==> src/rtl/serial_byte_deframer.sv <==
// Serial frame receiver fed by a single-bit register stage, one bit per clk.
// Frame on the line: start (1), DATA_W data bits LSB first, optional parity,
// stop (0). Idle level is 0. Each good word is offered on a one-deep
// valid/ready holding register. frame_err pulses for one cycle on a bad stop
// bit or parity. overrun is sticky and means a good word was dropped.
//
// Handshake: a word moves to the consumer on a rising edge where
// out_valid && out_ready. out_data stays stable while out_valid is high.
// out_ready has no effect while out_valid is low. When a good frame finishes
// on the same edge as an accept, the new word replaces the old one and
// out_valid stays high.
module serial_byte_deframer #(
   parameter int DATA_W     = 8,
   parameter int PARITY_EN  = 0,
   parameter int PARITY_ODD = 0
) (
   input  logic              clk,
   input  logic              reset,
   input  logic              in_data,
   output logic [DATA_W-1:0] out_data,
   output logic              out_valid,
   input  logic              out_ready,
   output logic              frame_err,
   output logic              overrun,
   output logic [1:0]        state_dbg
);

   localparam int   CNT_W      = (DATA_W > 2) ? $clog2(DATA_W) : 1;
   localparam logic PAR_TARGET = (PARITY_ODD != 0);

   typedef enum logic [1:0] {
      IDLE   = 2'd0,
      DATA   = 2'd1,
      PARITY = 2'd2,
      STOP   = 2'd3
   } state_t;

   state_t              state;
   logic [CNT_W-1:0]    bit_cnt;
   logic [DATA_W-1:0]   shift_reg;
   logic                par_bad;

   assign state_dbg = state;

   // Receive FSM, holding register, error pulse and sticky overrun.
   always_ff @(posedge clk or posedge reset) begin
      if (reset) begin
         state     <= IDLE;
         bit_cnt   <= '0;
         shift_reg <= '0;
         par_bad   <= 1'b0;
         out_data  <= '0;
         out_valid <= 1'b0;
         frame_err <= 1'b0;
         overrun   <= 1'b0;
      end else begin
         frame_err <= 1'b0;
         // Consumer takes the word; a good frame below may refill it.
         if (out_valid && out_ready) begin
            out_valid <= 1'b0;
         end
         case (state)
            IDLE: begin
               if (in_data) begin
                  state   <= DATA;
                  bit_cnt <= '0;
                  par_bad <= 1'b0;
               end
            end
            DATA: begin
               // LSB arrives first, so shifting in at the top leaves it at bit 0.
               shift_reg <= {in_data, shift_reg[DATA_W-1:1]};
               bit_cnt   <= bit_cnt + 1'b1;
               if (bit_cnt == CNT_W'(DATA_W - 1)) begin
                  state <= (PARITY_EN != 0) ? PARITY : STOP;
               end
            end
            PARITY: begin
               par_bad <= ((^shift_reg) ^ in_data) != PAR_TARGET;
               state   <= STOP;
            end
            STOP: begin
               // A 1 here is a bad stop bit, never a new start bit.
               if (!in_data && !par_bad) begin
                  if (!out_valid || out_ready) begin
                     out_data  <= shift_reg;
                     out_valid <= 1'b1;
                  end else begin
                     overrun <= 1'b1;
                  end
               end else begin
                  frame_err <= 1'b1;
               end
               state <= IDLE;
            end
            default: state <= IDLE;
         endcase
      end
   end

endmodule
==> config.mk <==
export PLATFORM = sky130hd
export DESIGN_NAME = serial_byte_deframer
export DESIGN_NICKNAME = d
export VERILOG_FILES = /design/src/rtl/serial_byte_deframer.sv
export SDC_FILE = /design/constraint.sdc
export NUM_CORES = 1
export LEC_CHECK = 0
export CELL_PAD_IN_SITES_DETAIL_PLACEMENT = 0
export CELL_PAD_IN_SITES_GLOBAL_PLACEMENT = 2
export CORE_MARGIN = 3
export CORE_UTILIZATION = 32
export CTS_CLUSTER_SIZE = 14
export DETAILED_ROUTE_END_ITERATION = 8
export HOLD_SLACK_MARGIN = 0.15
export PLACE_DENSITY = 0.8
export SYNTH_ARGS = -nofsm -noshare
export SYNTH_HDL_FRONTEND = slang
export SYNTH_SLANG_ARGS = --single-unit
==> constraint.sdc <==
create_clock -name clk -period 1.3 [get_ports clk]
set_input_delay 0.26 -clock clk [delete_from_list [all_inputs] [get_ports clk]]
set_output_delay 0.26 -clock clk [all_outputs]
set_load 0.05 [all_outputs]
==> flow_summary.ini <==
[cells_and_area]
layout.nets = 132
drive_gt1_frac = 0.517
areaGrowthSynthToFinish_pct = 55.9
multi_input_area_um2 = 562
seqCellArea_um2 = 629
antenna-diode-count = 0
n_fill_cell = 266

[routing]
routed_wl_um = 2160
viasPerCell = 4.66
avgRoutedWirePerCell_um = 13.2
postRouteAntennaNets = 0
vias = 764
drtIter0Drc = 23
drc = 0
firstDrtPassIters = 3

[sta]
worst_slack_ns = -0.0731
period_needed_ns = 1.37
slew_headroom = 0.816
fmax_ghz = 0.728
tightest_slew_ns = 0.276
rsz0062_at_grt = yes
fin_crit_sh = 1.06
fin_skew_ns = 0.00801
slew_viol_final = 0
setup_violations = 10
finalHoldViolations = 0

[clock_network]
clk_latency_ns = 0.32
cts_buffers = 3
cts_tree = yes
cts_buffer_depth = 2
cts-root-buf = clkbuf_4
clk_pin_slew_worst_paths_ns = 0.14
h-tree-depth = 1
cts_sinks = 25

[place]
hpwl_um = 1460
globalplace.congestion = 0.668
place_ws_ns = -0.326
numPortBuffers = 16

[synth]
ys_warn_count = 0
syn_avg_cell_area_um2 = 13.1
synth_top_area_cell = dfrtp_1
synthesis.area_mm2 = 0.00112
yosysSeqAreaShare = 0.561
ys_types = 20
synth_top_area_frac = 0.561
synthCells = 85
synth-seq-cells = 25
synth_fp_nets = 96
ys_top_cells_by_area = dfrtp_1 56%, mux2_2 16%, ha_1 7.8%, xnor2_1 4.7%, nand2_1 2.4%

[setup_path]
critPathCaptureType = register
rr_startpoint = state_dbg[1]
critical_path_required_ns = 1.51
path_max_fanout = 6
worstSetupEndpoint = state_dbg[0]
crit_path_start = state_dbg[1]
arrival_ns = 1.59
start_kind = register
path_class = reg -> reg
rr_worst_depth = 6
r2r-end = state_dbg[0]
reg2reg_slack_ns = -0.07

[die]
placementRows = 20
core-area_mm2 = 0.00318
die_y_um = 65.1
die_w_um = 65.1
die-area_mm2 = 0.00423
initial_core_util = 0.351
top_level_ports = 17

[global_routing]
antenna_found_initial = 0
grt_max_degree = 26
grtUsageTotal = 0.114
grt_overflow = 0
grt_first_pass_wirelength_um = 3660
grt_pass1_vias = 797

[job]
cap_viol_max_count = 0

[run_status]
violations = negative setup slack
status = finished with violations

[min_path]
worstHoldPathType = in -> async
[cell families after synthesis]
| kind of cell | share of synthesized area |
|---|---|
| adder cells (fa/ha/maj) | 0.0785 |
| multiplexers | 0.161 |
| buffers and inverters | 0.0179 |
| AND/OR/NAND/NOR | 0.0662 |
| AO/OA/AOI/OAI | 0.0605 |
| XOR/XNOR | 0.0549 |
| flip-flops | 0.561 |
[layout by cell type (no fill, tap or decap), drive strengths merged]
master / netlist / routed
a21boi: 1 / 1
inv: 4 / 4
xor2: 1 / 1
nor2b: 1 / 1
dfrtp: 25 / 25
clkdlybuf4s50: 0 / 3
o21ai: 4 / 4
o21bai: 1 / 1
a32o: 2 / 2
nand3: 2 / 2
clkbuf: 0 / 3
clkinvlp: 0 / 1
xnor2: 6 / 6
nand2b: 1 / 1
or2b: 1 / 1
mux2: 16 / 16
o211ai: 1 / 1
buf: 1 / 29
nand2: 7 / 7
nor2: 3 / 3
a21oi: 1 / 1
ha: 7 / 7
[metal layers]
layer | wire length [um] | part of all wire | track usage | vias to the layer above
li1 | - | - | - | 360
met1 | 943 | 0.44 | 0.145 | 382
met2 | 1110 | 0.51 | 0.186 | 17
met3 | 52 | 0.024 | 0.0156 | 5
met4 | 53 | 0.025 | 0.0622 | 0
met5 | 0 | 0 | 0 | -
[synthesized netlist by cell type]
cell      instances
dfrtp_1          25
mux2_2           16
ha_1              7
nand2_1           7
xnor2_1           6
inv_1             4
o21ai_0           4
nor2_1            3
a32o_1            2
a21boi_0          1
a21oi_1           1
buf_2             1
nand2b_1          1
nand3_1           1
nand3_2           1
nor2b_1           1
o211ai_1          1
o21bai_1          1
or2b_2            1
xor2_1            1
[worst min-delay path by stage]
stage                              to  depth (start not counted)  slack (ns)       start
after CTS                 out_data[7]                          3        0.24       reset
after global placement     bit_cnt[1]                          1        0.48  bit_cnt[1]
final                     out_data[7]                          3        0.25       reset
after floorplan            bit_cnt[0]                          1        0.29       reset
after global routing      out_data[7]                          3        0.26       reset
after detailed placement   bit_cnt[2]                          1        0.49  bit_cnt[2]
[worst max-delay path, stage by stage (launching register included)]
cell	delay (ns)
dfrtp_2	0.46
inv_4	0.09
ha_4	0.13
or2b_4	0.29
a21boi_4	0.16
nor2_1	0.10
a21oi_1	0.04
[layout make-up]
class	count	area share
clock buffer	3	0.0129
clock inverter	1	0.00431
inverter	4	0.0101
multi-input combinational	55	0.323
sequential	25	0.362
tap	44	0.0316
timing repair buffer	32	0.257
[per-stage QoR]
step | hold WS [ns] | util | instance area, um^2 | cells | TNS (ns)
6_report | 0.248 | 0.548 | 1740 | 164 | -0.296
5_1_grt | 0.259 | 0.548 | 1740 | 164 | -0.963
4_1_cts | 0.244 | 0.521 | 1660 | 158 | -0.314
3_5_place_dp | 0.491 | 0.501 | 1590 | 151 | -3.40
3_3_place_gp | 0.479 | 0.501 | 1590 | 151 | -3.03
2_1_floorplan | 0.287 | - | 1200 | 85 | -2.12
[repair_timing]
action | in CTS | in global routing
endpoints found under the setup margin | 17 | 17
cloned | 0 | 0
hold buffers | 0 | 0
gates resized for setup | 2 | 7
pin swaps | 3 | 4
setup buffers | 3 | 6
Power is not shown: default switching activity piles up to over one toggle a cycle in this logic, so the estimate is an artifact.
